--- src/rtl/fir_stream_master.sv ---
// Wishbone master that streams taps and x samples into the FIR slave and
// returns each y result on a valid/ready output stream.
module fir_stream_master #(
   parameter int unsigned TAP_NUM     = 11,
   parameter int unsigned DATA_NUM    = 11,
   parameter logic [31:0] FIR_X_ADDR  = 32'h3820_0000,
   parameter logic [31:0] FIR_Y_ADDR  = 32'h3820_0010,
   parameter int unsigned TIMEOUT_CYC = 1024
) (
   input  logic        wb_clk_i,
   input  logic        wb_rst_i,
   input  logic        start_i,
   output logic        busy_o,
   output logic        done_o,
   output logic        err_o,
   input  logic        s_valid_i,
   input  logic [31:0] s_data_i,
   output logic        s_ready_o,
   output logic        m_valid_o,
   output logic [31:0] m_data_o,
   output logic        m_last_o,
   input  logic        m_ready_i,
   output logic        wbm_cyc_o,
   output logic        wbm_stb_o,
   output logic        wbm_we_o,
   output logic [3:0]  wbm_sel_o,
   output logic [31:0] wbm_adr_o,
   output logic [31:0] wbm_dat_o,
   input  logic [31:0] wbm_dat_i,
   input  logic        wbm_ack_i,
   input  logic        fir_ready_i,
   input  logic        fir_done_i
);

   localparam int unsigned TW = $clog2(TAP_NUM + 1);
   localparam int unsigned XW = $clog2(DATA_NUM + 1);
   localparam int unsigned CW = $clog2(TIMEOUT_CYC + 1);
   localparam logic [TW-1:0] TAP_LAST = TW'(TAP_NUM);
   localparam logic [XW-1:0] X_LAST   = XW'(DATA_NUM);
   localparam logic [CW-1:0] TMO_LAST = CW'(TIMEOUT_CYC - 1);

   typedef enum logic [2:0] {
      S_IDLE, S_WAIT_IN, S_WR, S_WAIT_Y, S_RD, S_PUSH
   } state_t;

   state_t        state_q, state_d;
   logic [TW-1:0] tap_cnt_q, tap_cnt_d;
   logic [XW-1:0] x_cnt_q, x_cnt_d;
   logic [CW-1:0] tmo_q, tmo_d;
   logic          busy_q, busy_d, done_q, done_d, err_q, err_d;
   logic          m_valid_q, m_valid_d, m_last_q, m_last_d;
   logic [31:0]   m_data_q, m_data_d;
   logic          cyc_q, cyc_d, stb_q, stb_d, we_q, we_d;
   logic [31:0]   adr_q, adr_d, dat_q, dat_d;
   logic          tmo_run, tmo_hit;

   assign s_ready_o = (state_q == S_WAIT_IN) & fir_ready_i;
   assign wbm_sel_o = 4'hF;
   assign busy_o    = busy_q;
   assign done_o    = done_q;
   assign err_o     = err_q;
   assign m_valid_o = m_valid_q;
   assign m_data_o  = m_data_q;
   assign m_last_o  = m_last_q;
   assign wbm_cyc_o = cyc_q;
   assign wbm_stb_o = stb_q;
   assign wbm_we_o  = we_q;
   assign wbm_adr_o = adr_q;
   assign wbm_dat_o = dat_q;

   always_comb begin
      state_d   = state_q;
      tap_cnt_d = tap_cnt_q;
      x_cnt_d   = x_cnt_q;
      done_d    = 1'b0;
      err_d     = err_q;
      m_valid_d = m_valid_q;
      m_last_d  = m_last_q;
      m_data_d  = m_data_q;
      cyc_d     = cyc_q;
      stb_d     = stb_q;
      we_d      = we_q;
      adr_d     = adr_q;
      dat_d     = dat_q;
      tmo_run   = 1'b0;
      tmo_hit   = 1'b0;

      case (state_q)
         S_IDLE: begin
            // A start coinciding with the done pulse belongs to the finished run.
            if (start_i && !done_q) begin
               state_d   = S_WAIT_IN;
               err_d     = 1'b0;
               tap_cnt_d = '0;
               x_cnt_d   = '0;
            end
         end
         S_WAIT_IN: begin
            tmo_run = s_valid_i & ~fir_ready_i;
            if (s_valid_i && s_ready_o) begin
               dat_d   = s_data_i;
               cyc_d   = 1'b1;
               stb_d   = 1'b1;
               we_d    = 1'b1;
               adr_d   = FIR_X_ADDR;
               state_d = S_WR;
            end
         end
         S_WR: begin
            tmo_run = 1'b1;
            if (wbm_ack_i) begin
               cyc_d = 1'b0;
               stb_d = 1'b0;
               we_d  = 1'b0;
               if (tap_cnt_q < TAP_LAST) begin
                  tap_cnt_d = tap_cnt_q + TW'(1);
                  state_d   = S_WAIT_IN;
               end else begin
                  x_cnt_d = x_cnt_q + XW'(1);
                  state_d = S_WAIT_Y;
               end
            end
         end
         S_WAIT_Y: begin
            tmo_run = 1'b1;
            if (fir_done_i) begin
               cyc_d   = 1'b1;
               stb_d   = 1'b1;
               we_d    = 1'b0;
               adr_d   = FIR_Y_ADDR;
               state_d = S_RD;
            end
         end
         S_RD: begin
            tmo_run = 1'b1;
            if (wbm_ack_i) begin
               m_data_d  = wbm_dat_i;
               m_valid_d = 1'b1;
               m_last_d  = (x_cnt_q == X_LAST);
               cyc_d     = 1'b0;
               stb_d     = 1'b0;
               state_d   = S_PUSH;
            end
         end
         S_PUSH: begin
            if (m_ready_i) begin
               m_valid_d = 1'b0;
               m_last_d  = 1'b0;
               if (x_cnt_q == X_LAST) begin
                  done_d  = 1'b1;
                  state_d = S_IDLE;
               end else begin
                  state_d = S_WAIT_IN;
               end
            end
         end
         default: state_d = S_IDLE;
      endcase

      // Timeout only applies when no ack arrived this cycle, so an ack always wins.
      if (tmo_run && (tmo_q == TMO_LAST) && (state_d == state_q)) begin
         tmo_hit   = 1'b1;
         err_d     = 1'b1;
         cyc_d     = 1'b0;
         stb_d     = 1'b0;
         we_d      = 1'b0;
         m_valid_d = 1'b0;
         m_last_d  = 1'b0;
         state_d   = S_IDLE;
      end

      if (state_d != state_q || tmo_hit) tmo_d = '0;
      else if (tmo_run)                  tmo_d = tmo_q + CW'(1);
      else                               tmo_d = tmo_q;

      busy_d = (state_d != S_IDLE);
   end

   always_ff @(posedge wb_clk_i or posedge wb_rst_i) begin
      if (wb_rst_i) begin
         state_q   <= S_IDLE;
         tap_cnt_q <= '0;
         x_cnt_q   <= '0;
         tmo_q     <= '0;
         busy_q    <= 1'b0;
         done_q    <= 1'b0;
         err_q     <= 1'b0;
         m_valid_q <= 1'b0;
         m_last_q  <= 1'b0;
         m_data_q  <= '0;
         cyc_q     <= 1'b0;
         stb_q     <= 1'b0;
         we_q      <= 1'b0;
         adr_q     <= '0;
         dat_q     <= '0;
      end else begin
         state_q   <= state_d;
         tap_cnt_q <= tap_cnt_d;
         x_cnt_q   <= x_cnt_d;
         tmo_q     <= tmo_d;
         busy_q    <= busy_d;
         done_q    <= done_d;
         err_q     <= err_d;
         m_valid_q <= m_valid_d;
         m_last_q  <= m_last_d;
         m_data_q  <= m_data_d;
         cyc_q     <= cyc_d;
         stb_q     <= stb_d;
         we_q      <= we_d;
         adr_q     <= adr_d;
         dat_q     <= dat_d;
      end
   end

endmodule
--- config.mk ---
export PLATFORM = sky130hd
export DESIGN_NAME = fir_stream_master
export DESIGN_NICKNAME = d
export VERILOG_FILES = /design/src/rtl/fir_stream_master.sv
export SDC_FILE = /design/constraint.sdc
export NUM_CORES = 1
export LEC_CHECK = 0
export ABC_AREA = 1
export CAP_MARGIN = 20
export CORE_ASPECT_RATIO = 1.4
export CORE_UTILIZATION = 46
export CTS_CLUSTER_DIAMETER = 80
export CTS_CLUSTER_SIZE = 14
export DETAILED_ROUTE_END_ITERATION = 8
export HOLD_SLACK_MARGIN = 0.06
export PLACE_DENSITY = 0.85
export SYNTH_ARGS = -nofsm -noshare
export SYNTH_HDL_FRONTEND = slang
export SYNTH_SLANG_ARGS = --single-unit
--- constraint.sdc ---
create_clock -name wb_clk_i -period 8.6 [get_ports wb_clk_i]
set_input_delay 1.29 -clock wb_clk_i [delete_from_list [all_inputs] [get_ports wb_clk_i]]
set_output_delay 1.29 -clock wb_clk_i [all_outputs]
set_load 0.05 [all_outputs]
# Word-level counts from Yosys, hierarchy flattened
# Cells that the tools add are included.
# word_totals
ff_bits	125
inputBits	72
out_inout_bits	109
elab_cells	114
# classes
n_addsub	3
order_cmp	1
eq_ne	21
mux	45
bitwise_logic	3
n_reduce_logical	27
# op_table
operator	n
two-way mux 32 bit	2
one-hot mux 32 bit (2 select lines)	1
two-way mux 11 bit	2
two-way mux 3 bit	7
two-way mux 4 bit	5
two-way mux 1 bit	19
one-hot mux 3 bit (6 select lines)	1
one-hot mux 4 bit (2 select lines)	2
AND reduction 4 bit	4
inequality test 3 bit, second input constant	4
adder 11 x 1 -> 11 bit, second input constant	1
equality test 11 x 10 -> 1 bit, second input constant	1
inequality test 2 bit, second input constant	5
nonzero test 2 bit	5
adder 4 x 1 -> 4 bit, second input constant	2
nonzero test 4 bit	2
equality test 3 x 2 -> 1 bit, second input constant	2
equality test 3 bit, second input constant	2
inequality test 3 x 1 -> 1 bit, second input constant	2
one-hot mux 1 bit (2 select lines)	3
one-hot mux 1 bit (3 select lines)	2
AND reduction 2 bit	3
AND reduction 3 bit	2
nonzero test 3 bit	2
15 further kinds	19

# Longest topological paths before layout
# Gate-level depths: netlist of the first run.
# logic_depth
ltp_word	11
mapped_depth	14
ltp_nobuf	14

# Worst setup path before layout of the first run
# OpenSTA, ideal clock, no wires.
# synth_path
path_type	input to output
from	in fir_ready_i
to	out s_ready_o
arrival_ps	2023
required_time_ps	7310
slack_ps	5287
stages	2
n_path_buf	0
cell_sequence	inv_1 > nor2_1
# synth_between
elab_chain_cells	1
# synth_rtl
element	line	source
start, declared	31	input logic fir_ready_i,
AND 1 bit	57	assign s_ready_o = (state_q == S_WAIT_IN) & fir_ready_i;
end, declared	18	output logic s_ready_o,
# No other way between the ends.

# Final worst setup path of the first run
# Same ends and word-level chain as after synthesis.

==> report_table.html, run 1 <==
<table>
<tr><th>Metric</th><th>Value</th></tr>
<tr><th colspan="2">Yosys</th></tr>
<tr><td>Portion of the post-synthesis area used by sequential elements</td><td>0.549</td></tr>
<tr><td>Synthesized instance count</td><td>519</td></tr>
<tr><td>Distinct cell type count after synthesis</td><td>36</td></tr>
<tr><td>Share of cell area taken by muxes after synthesis</td><td>0</td></tr>
<tr><td>Leading register cell type out of synthesis</td><td>sky130_fd_sc_hd__dfrtp_1</td></tr>
<tr><td>Top-area cell type share of the netlist area</td><td>0.549</td></tr>
<tr><td>FFs w/ async S/R, synth</td><td>1.00</td></tr>
<tr><td>Fraction of the mapped netlist area in adder cells</td><td>0.00867</td></tr>
<tr><td>Post-synthesis instance area</td><td>4330 µm²</td></tr>
<tr><td>Main combinational cell family by area after synthesis</td><td>simple AND/OR/NAND/NOR gates</td></tr>
<tr><td>Number of flops mapped to enable cells by yosys</td><td>0</td></tr>
<tr><td>Mean post-synth cell area</td><td>8.34 µm²</td></tr>
<tr><td>Xor and xnor fraction of the mapped netlist area</td><td>0.0101</td></tr>
<tr><td>Area contributors post-synth</td><td>sky130_fd_sc_hd__dfrtp_1 (55%), sky130_fd_sc_hd__nand2_1 (21%), sky130_fd_sc_hd__buf_4 (6.1%)</td></tr>
<tr><td>Compound-gate portion of the synthesized area</td><td>0.0433</td></tr>
<tr><td>Simple-gate area share of the yosys netlist</td><td>0.288</td></tr>
<tr><td>Most used standard cell by instance count after synthesis</td><td>sky130_fd_sc_hd__nand2_1</td></tr>
<tr><td>Total of warnings raised by yosys</td><td>0</td></tr>
<tr><td>Cell accounting for the most synthesized area</td><td>sky130_fd_sc_hd__dfrtp_1</td></tr>
<tr><td>Leading post-synthesis cells by instance count</td><td>sky130_fd_sc_hd__nand2_1 (241), sky130_fd_sc_hd__dfrtp_1 (95), sky130_fd_sc_hd__buf_4 (35)</td></tr>
<tr><td>Synthesized flop and latch total</td><td>95</td></tr>
<tr><th colspan="2">Final layout</th></tr>
<tr><td>Post-route core utilization</td><td>0.669</td></tr>
<tr><td>Ratio of cells with drive above 1 in the final layout</td><td>0.0435</td></tr>
<tr><td>Final net count</td><td>737</td></tr>
<tr><td>Synth-to-Final Area Change</td><td>40.3%</td></tr>
<tr><td>Non-filler cells, final</td><td>773</td></tr>
<tr><td>Fill count</td><td>713</td></tr>
<tr><td>N_diodes</td><td>0</td></tr>
<tr><th colspan="2">Timing</th></tr>
<tr><td>Unrepaired setup endpoints after global routing</td><td>false</td></tr>
<tr><td>Total setup violations reported at the end of the flow</td><td>0</td></tr>
<tr><td>Min Tclk post-route</td><td>4.11 ns</td></tr>
<tr><td>Worst slew margin relative to its limit</td><td>0.311</td></tr>
<tr><td>Post-route fraction of the period consumed by the critical path</td><td>0.477</td></tr>
<tr><td>Setup skew after layout</td><td>0.00776 ns</td></tr>
<tr><td>Number of max-slew violations in the final report</td><td>0</td></tr>
<tr><td>Total negative slack for setup checks</td><td>0 ns</td></tr>
<tr><td>Fmax</td><td>0.244 GHz</td></tr>
<tr><td>Final hold vios</td><td>0</td></tr>
<tr><td>Tightest Pin Transition</td><td>1.03 ns</td></tr>
<tr><th colspan="2">Die</th></tr>
<tr><td>Number of I/O pins</td><td>181</td></tr>
<tr><td>Total die area</td><td>9810 µm²</td></tr>
<tr><td>Core footprint</td><td>9080 µm²</td></tr>
<tr><td>Row cnt</td><td>41</td></tr>
<tr><td>Die W</td><td>84 µm</td></tr>
<tr><td>Overall die height</td><td>117 µm</td></tr>
<tr><td>Starting Density</td><td>0.477</td></tr>
<tr><th colspan="2">Routing</th></tr>
<tr><td>Post-detailed-route via-to-cell ratio</td><td>4.86</td></tr>
<tr><td>Antenna violation net count after detailed routing</td><td>0</td></tr>
<tr><td>Total DRC errors in the routed layout</td><td>20</td></tr>
<tr><td>Drt first pass iters</td><td>7</td></tr>
<tr><td>Initial DRC count</td><td>261</td></tr>
<tr><td>Routed wire length per instance</td><td>13.7 µm</td></tr>
<tr><td>Wire length after detailed routing</td><td>10.6 mm</td></tr>
<tr><td>Routed vias</td><td>3760</td></tr>
<tr><th colspan="2">Clock tree</th></tr>
<tr><td>Number of levels in the clock H-tree</td><td>3</td></tr>
<tr><td>Hold Buf Count CTS</td><td>0</td></tr>
<tr><td>Resize count post-CTS</td><td>0</td></tr>
<tr><td>Count of buffers added by post-CTS timing repair for setup</td><td>0</td></tr>
<tr><td>Total CTS buffers</td><td>9</td></tr>
<tr><td>Cell chosen for the clock root</td><td>sky130_fd_sc_hd__clkbuf_16</td></tr>
<tr><td>Count of clock tree sinks</td><td>95</td></tr>
<tr><td>Skew-Pair Late Insertion Delay</td><td>0.34 ns</td></tr>
<tr><td>Clk buf depth</td><td>2</td></tr>
<tr><td>Clock transition at the registers of the reported paths</td><td>0.06 ns</td></tr>
<tr><td>Clock tree from TritonCTS</td><td>yes</td></tr>
<tr><th colspan="2">Setup path</th></tr>
<tr><td>Worst reg-to-reg setup slack</td><td>5.87 ns</td></tr>
<tr><td>Startpoint type of the worst setup path</td><td>input pin</td></tr>
<tr><td>Worst endpoint required time</td><td>7.31 ns</td></tr>
<tr><td>Critical Path Fanout Max</td><td>3</td></tr>
<tr><td>FF-to-FF Start</td><td>state_q[2]$_DFF_PP0_</td></tr>
<tr><td>Critical path class</td><td>in2out</td></tr>
<tr><td>Kind of capture point of the worst setup path</td><td>output port</td></tr>
<tr><td>Critical path startpoint</td><td>fir_ready_i</td></tr>
<tr><td>CP arrival</td><td>2.82 ns</td></tr>
<tr><th colspan="2">Pwr</th></tr>
<tr><td>Power per standard cell area</td><td>420 nW/µm²</td></tr>
<tr><td>Overall power after layout</td><td>2.55 mW</td></tr>
<tr><td>Max VDD drop</td><td>0.000324 V</td></tr>
<tr><td>Leak</td><td>3.02 nW</td></tr>
<tr><th colspan="2">Global routing</th></tr>
<tr><td>Wire length of the first global-routing pass</td><td>16.9 mm</td></tr>
<tr><td>Overall global routing resource usage</td><td>0.223</td></tr>
<tr><td>Vias in the first global route</td><td>3769</td></tr>
<tr><td>Largest net degree at the start of global routing</td><td>52</td></tr>
<tr><td>Number of antenna violations at the first check in global routing</td><td>0</td></tr>
<tr><td>Residual overflow from global routing</td><td>0</td></tr>
<tr><th colspan="2">Status</th></tr>
<tr><td>Run status</td><td>finished, violations left</td></tr>
<tr><td>Violated checks</td><td>design-rule violations</td></tr>
<tr><th colspan="2">Hold path</th></tr>
<tr><td>Kind of path behind the tightest hold check</td><td>reg2reg</td></tr>
<tr><td>Worst Min Path Start</td><td>m_data_o[14]$_DFFE_PP0P_</td></tr>
<tr><th colspan="2">Placement</th></tr>
<tr><td>Post-detail-place hpwl</td><td>7.70 mm</td></tr>
<tr><td>Weighted congestion reported at the end of routability-driven placement</td><td>0.867</td></tr>
<tr><td>Number of port buffers</td><td>149</td></tr>
<tr><td>Total instance count after detailed placement</td><td>758</td></tr>
<tr><th colspan="2">Run</th></tr>
<tr><td>Count of max-cap constraint violations</td><td>0</td></tr>
</table>
critical path, stage by stage:
cell,delay (ns)
sky130_fd_sc_hd__clkdlybuf4s50_1,0.50
sky130_fd_sc_hd__inv_1,0.05
sky130_fd_sc_hd__nor2_1,0.15
sky130_fd_sc_hd__clkdlybuf4s50_1,0.83
where the power goes:
| part | internal [mW] | switching (mW) | leakage (nW) | total, mW |
|---|---|---|---|---|
| sequential | 0.625 | 0.114 | 1.22 | 0.739 |
| combinational | 0.430 | 0.962 | 1.65 | 1.39 |
| clock | 0.261 | 0.161 | 0.149 | 0.423 |
per-stage QoR:
step                worst slack (ns)  hold WS [ns]  area (µm²)
detailed placement              4.49         0.458        5760
finish                          4.49         0.469        6080
global route                    4.41         0.493        6080
global placement                4.50         0.453        5760
floorplan                       4.83         0.458        4440
CTS                             4.49         0.473        6080
sequential cells by signal (all words and copies together), names as in the netlist, 2 cells and up:
name,flops
m_data_o,32
tmo_q,11
wbm_dat_o,32
state_q,3
wbm_adr_o,2
x_cnt_q,4
tap_cnt_q,4
layout by cell type, fill, tap and decap left out, drive strengths merged, types with 2 or more instances in the layout:
cell type      instances
xor2                   4
a21boi                 4
inv                   27
clkdlybuf4s50        149
conb                  31
o21ai                 13
nor2                  31
nand2                245
dfrtp                 95
clkbuf                12
o21a                   2
a21oi                  7
clkinv                 2
bufinv                 2
nand3                 14
ha                     3
buf                    2
nand4                  3
nor3                   9
cells by family after synthesis:
kind of cell               Yosys count
and+or+nand+nor                    307
DFF                                 95
buffers and inverters               77
AOI/OAI and AO/OA                   30
xor gates and xnor gates             5
adders and majority gates            3
other                                2
worst paths after layout:
path / endpoint / depth (start not counted)
min in group asynchronous: m_data_o[13]$_DFFE_PP0P_ / 2
worst max-delay path: s_ready_o / 4
worst min-delay path: m_data_o[14]$_DFFE_PP0P_ / 2
worst max register to register: wbm_stb_o$_DFFE_PP0P_ / 7
worst min register to register: m_data_o[14]$_DFFE_PP0P_ / 2
max in group asynchronous: busy_o$_DFF_PP0_ / 3
metal layers:
layer  up-vias  part of all wire  global-route usage  routed length, µm
li1       1818                 -                   -                  -
met1      1772              0.37               0.236               3890
met2       145              0.52               0.391               5490
met3        25             0.075              0.0778                792
met4         0             0.035               0.126                374
met5         -                 0                   0                  0
final cells by class:
class	instances	area [µm²]	share of cell area
multi-input cells	376	1630	0.269
flip-flops and latches	95	2380	0.391
clock inverters	3	67.6	0.0111
clock buffers	12	246	0.0406
inverters	29	110	0.0181
well taps	107	134	0.0220
repair buffers	151	1510	0.248
Note: power is estimated with default switching activity, not from simulation.
==> run 2, diff against run 1 <==
Settings changed: CORE_UTILIZATION 46 to 39, PLACE_DENSITY 0.85 to 0.77.
Clock period 8.6 ns to 3.5 ns, I/O delays scaled along.
==> run 2 against run 1 <==
  * The run now ends clean
  * First-iteration DRC count decreased by 50%
  * Highest routed layer unchanged
  * Global-route usage down 3.6 points
  * Clock skew fell by 0.00073 ns
  * Sequential share of layout area shrank 0.47 points
==> report_table.html, run 2 (synthesis gave the netlist of run 1 again) <==
<table>
<tr><th>Metric</th><th>Value</th></tr>
<tr><th colspan="2">Global routing</th></tr>
<tr><td>Overall global routing resource usage</td><td>0.187 (was 0.223)</td></tr>
<tr><td>Number of antenna violations at the first check in global routing</td><td>0 (unchanged)</td></tr>
<tr><td>Residual overflow from global routing</td><td>0 (unchanged)</td></tr>
<tr><td>Wire length of the first global-routing pass</td><td>17.2 mm (was 16.9 mm)</td></tr>
<tr><td>Vias in the first global route</td><td>3727 (was 3769)</td></tr>
<tr><td>Largest net degree at the start of global routing</td><td>54 (was 52)</td></tr>
<tr><th colspan="2">Pwr</th></tr>
<tr><td>Power share of the sequential group</td><td>0.291 (was 0.289)</td></tr>
<tr><td>Switching Fraction</td><td>0.487 (was 0.485)</td></tr>
<tr><td>Clock network power share</td><td>0.161 (was 0.165)</td></tr>
<tr><td>Max VDD drop</td><td>0.000583 V (was 0.000324 V)</td></tr>
<tr><td>Share of power burned in combinational logic</td><td>0.548 (was 0.545)</td></tr>
<tr><td>Power per standard cell area</td><td>1010 nW/µm² (was 420 nW/µm²)</td></tr>
<tr><td>Net switching component of the power</td><td>3.03 mW (was 1.24 mW)</td></tr>
<tr><td>Pint</td><td>3.19 mW (was 1.32 mW)</td></tr>
<tr><td>Leak</td><td>3.03 nW (was 3.02 nW)</td></tr>
<tr><th colspan="2">Timing</th></tr>
<tr><td>Total setup violations reported at the end of the flow</td><td>0 (unchanged)</td></tr>
<tr><td>Fmax</td><td>0.387 GHz</td></tr>
<tr><td>Number of max-slew violations in the final report</td><td>0 (unchanged)</td></tr>
<tr><td>Final hold slack</td><td>0.474 ns (was 0.469 ns)</td></tr>
<tr><td>Final setup slack of the worst path</td><td>0.917 ns (was 4.49 ns)</td></tr>
<tr><td>Final hold vios</td><td>0 (unchanged)</td></tr>
<tr><td>Unrepaired setup endpoints after global routing</td><td>false (unchanged)</td></tr>
<tr><td>Tightest Pin Transition</td><td>0.903 ns (was 1.03 ns)</td></tr>
<tr><td>Min Tclk post-route</td><td>2.58 ns</td></tr>
<tr><td>Total negative slack for setup checks</td><td>0 ns (unchanged)</td></tr>
<tr><td>Setup skew after layout</td><td>0.00703 ns (was 0.00776 ns)</td></tr>
<tr><td>Worst slew margin relative to its limit</td><td>0.397 (was 0.311)</td></tr>
<tr><td>Post-route fraction of the period consumed by the critical path</td><td>0.738</td></tr>
<tr><th colspan="2">Setup path</th></tr>
<tr><td>Worst endpoint required time</td><td>2.97 ns (was 7.31 ns)</td></tr>
<tr><td>Critical path class</td><td>reg2out (was in2out)</td></tr>
<tr><td>Length in cells of the worst reg-to-reg path</td><td>9 (was 7)</td></tr>
<tr><td>FF-to-FF Start</td><td>state_q[2]$_DFF_PP0_ (unchanged)</td></tr>
<tr><td>Critical Path Fanout Max</td><td>8 (was 3)</td></tr>
<tr><td>Startpoint type of the worst setup path</td><td>flip-flop (was input pin)</td></tr>
<tr><td>CP arrival</td><td>2.06 ns (was 2.82 ns)</td></tr>
<tr><td>Kind of capture point of the worst setup path</td><td>output port (unchanged)</td></tr>
<tr><td>Worst reg-to-reg setup slack</td><td>1.40 ns (was 5.87 ns)</td></tr>
<tr><td>Terminus of the critical flop-to-flop path</td><td>wbm_dat_o[22]$_DFFE_PP0P_ (was wbm_stb_o$_DFFE_PP0P_)</td></tr>
<tr><th colspan="2">Clock tree</th></tr>
<tr><td>Count of clock tree sinks</td><td>95 (unchanged)</td></tr>
<tr><td>Cell chosen for the clock root</td><td>sky130_fd_sc_hd__clkbuf_16 (unchanged)</td></tr>
<tr><td>Resize count post-CTS</td><td>0 (unchanged)</td></tr>
<tr><td>Skew-Pair Late Insertion Delay</td><td>0.34 ns (about the same)</td></tr>
<tr><td>Total CTS buffers</td><td>9 (unchanged)</td></tr>
<tr><td>Clock transition at the registers of the reported paths</td><td>0.06 ns (about the same)</td></tr>
<tr><td>Count of buffers added by post-CTS timing repair for setup</td><td>0 (unchanged)</td></tr>
<tr><td>Clk buf depth</td><td>2 (unchanged)</td></tr>
<tr><td>Clock tree from TritonCTS</td><td>yes (unchanged)</td></tr>
<tr><td>Number of levels in the clock H-tree</td><td>3 (unchanged)</td></tr>
<tr><td>Hold Buf Count CTS</td><td>0 (unchanged)</td></tr>
<tr><th colspan="2">Final layout</th></tr>
<tr><td>N_diodes</td><td>0 (unchanged)</td></tr>
<tr><td>Post-route core utilization</td><td>0.569 (was 0.669)</td></tr>
<tr><td>Fill count</td><td>945 (was 713)</td></tr>
<tr><td>Most common cell after layout, fill and taps aside</td><td>sky130_fd_sc_hd__nand2_1 (unchanged)</td></tr>
<tr><td>Most frequent cells in the layout</td><td>sky130_fd_sc_hd__nand2_1 (241), sky130_fd_sc_hd__clkdlybuf4s50_1 (149), sky130_fd_sc_hd__dfrtp_1 (95) (unchanged)</td></tr>
<tr><td>Synth-to-Final Area Change</td><td>42.0% (was 40.3%)</td></tr>
<tr><td>Final net count</td><td>740 (was 737)</td></tr>
<tr><td>Non-filler cells, final</td><td>811 (was 773)</td></tr>
<tr><td>Ratio of cells with drive above 1 in the final layout</td><td>0.0507 (was 0.0435)</td></tr>
<tr><th colspan="2">Routing</th></tr>
<tr><td>Total DRC errors in the routed layout</td><td>0 (was 20)</td></tr>
<tr><td>Drt first pass iters</td><td>6 (was 7)</td></tr>
<tr><td>Antenna violation net count after detailed routing</td><td>0 (unchanged)</td></tr>
<tr><td>Post-detailed-route via-to-cell ratio</td><td>4.56 (was 4.86)</td></tr>
<tr><td>Initial DRC count</td><td>130 (was 261)</td></tr>
<tr><td>Routed vias</td><td>3700 (was 3760)</td></tr>
<tr><td>Wire length after detailed routing</td><td>10.3 mm (was 10.6 mm)</td></tr>
<tr><td>Routed wire length per instance</td><td>12.7 µm (was 13.7 µm)</td></tr>
<tr><th colspan="2">Hold path</th></tr>
<tr><td>Min-Delay Endpoint</td><td>m_data_o[25]$_DFFE_PP0P_ (was m_data_o[14]$_DFFE_PP0P_)</td></tr>
<tr><td>Worst Min Path Start</td><td>m_data_o[25]$_DFFE_PP0P_ (was m_data_o[14]$_DFFE_PP0P_)</td></tr>
<tr><td>Hold depth</td><td>2 (unchanged)</td></tr>
<tr><td>Kind of path behind the tightest hold check</td><td>reg2reg (unchanged)</td></tr>
<tr><th colspan="2">Placement</th></tr>
<tr><td>Weighted congestion reported at the end of routability-driven placement</td><td>0.870 (was 0.867)</td></tr>
<tr><td>Total instance count after detailed placement</td><td>795 (was 758)</td></tr>
<tr><td>Post-detail-place hpwl</td><td>7.65 mm (was 7.70 mm)</td></tr>
<tr><td>Number of port buffers</td><td>149 (unchanged)</td></tr>
<tr><td>Worst slack at placement</td><td>0.928 ns (was 4.49 ns)</td></tr>
<tr><th colspan="2">Die</th></tr>
<tr><td>Row cnt</td><td>45 (was 41)</td></tr>
<tr><td>Number of I/O pins</td><td>181 (unchanged)</td></tr>
<tr><td>Overall die height</td><td>127 µm (was 117 µm)</td></tr>
<tr><td>Die W</td><td>91.1 µm (was 84 µm)</td></tr>
<tr><td>Starting Density</td><td>0.401 (was 0.477)</td></tr>
<tr><td>Core footprint</td><td>10800 µm² (was 9080 µm²)</td></tr>
<tr><td>Total die area</td><td>11500 µm² (was 9810 µm²)</td></tr>
<tr><th colspan="2">Status</th></tr>
<tr><td>Run status</td><td>finished, final reports clean (was finished, violations left)</td></tr>
<tr><th colspan="2">Run</th></tr>
<tr><td>Count of max-cap constraint violations</td><td>0 (unchanged)</td></tr>
</table>
==> run 2: cell types whose count changed in the layout (fill, tap and decap cells not counted) <==
cell / delta
sky130_fd_sc_hd__buf_12: +1
sky130_fd_sc_hd__buf_4: +2
sky130_fd_sc_hd__bufinv_16: -1
sky130_fd_sc_hd__clkbuf_1: -1
sky130_fd_sc_hd__clkbuf_8: +1
sky130_fd_sc_hd__clkinv_4: +1
sky130_fd_sc_hd__clkinvlp_4: +1
==> run 2: per-stage QoR <==
step	power (mW)	cell area [µm²]
after floorplan	4.12	4440
after global placement	5.18	5840
after detailed placement	5.24	5840
after CTS	6.28	6150
after global routing	6.55	6150
final	6.22	6150
==> run 2: area by class of cell <==
type | count | area [µm²] | share of cell area
flip-flops and latches | 95 | 2380 | 0.387
repair buffers | 154 | 1540 | 0.251
clock inverters | 4 | 53.8 | 0.00875
clock buffers | 12 | 256 | 0.0417
multi-input cells | 376 | 1630 | 0.266
well taps | 141 | 176 | 0.0287
inverters | 29 | 110 | 0.0179
==> run 2: worst max-delay path: stages (launching register included) <==
cell	delay, ns
sky130_fd_sc_hd__dfrtp_1	0.46
sky130_fd_sc_hd__inv_2	0.15
sky130_fd_sc_hd__nand3_1	0.12
sky130_fd_sc_hd__nor2_1	0.17
sky130_fd_sc_hd__clkdlybuf4s50_1	0.82
==> run 2: how the worst max path moves through the flow <==
stage,start,cells past startpoint,endpoint
floorplan,wb_rst_i,1,busy_o$_DFF_PP0_
global placement,fir_ready_i,4,s_ready_o
detailed placement,fir_ready_i,4,s_ready_o
CTS,state_q[2]$_DFF_PP0_,4,s_ready_o
global route,state_q[2]$_DFF_PP0_,4,s_ready_o
finish,state_q[2]$_DFF_PP0_,4,s_ready_o
==> run 2: per-layer routing <==
layer  up-vias  track usage  part of all wire
met5         -            0                 0
met4         0       0.0850             0.025
met3        17       0.0516             0.059
met2       134        0.328              0.52
met1      1723        0.212              0.40
li1       1826            -                 -
==> run 2: power by group through the flow <==
stage	Sequential, mW	Clock (mW)	Combinational, mW
floorplan	3.18	0	0.935
global placement	1.80	0	3.38
detailed placement	1.82	0	3.42
CTS	1.81	1.03	3.43
global route	1.87	1.07	3.61
finish	1.81	1.00	3.41
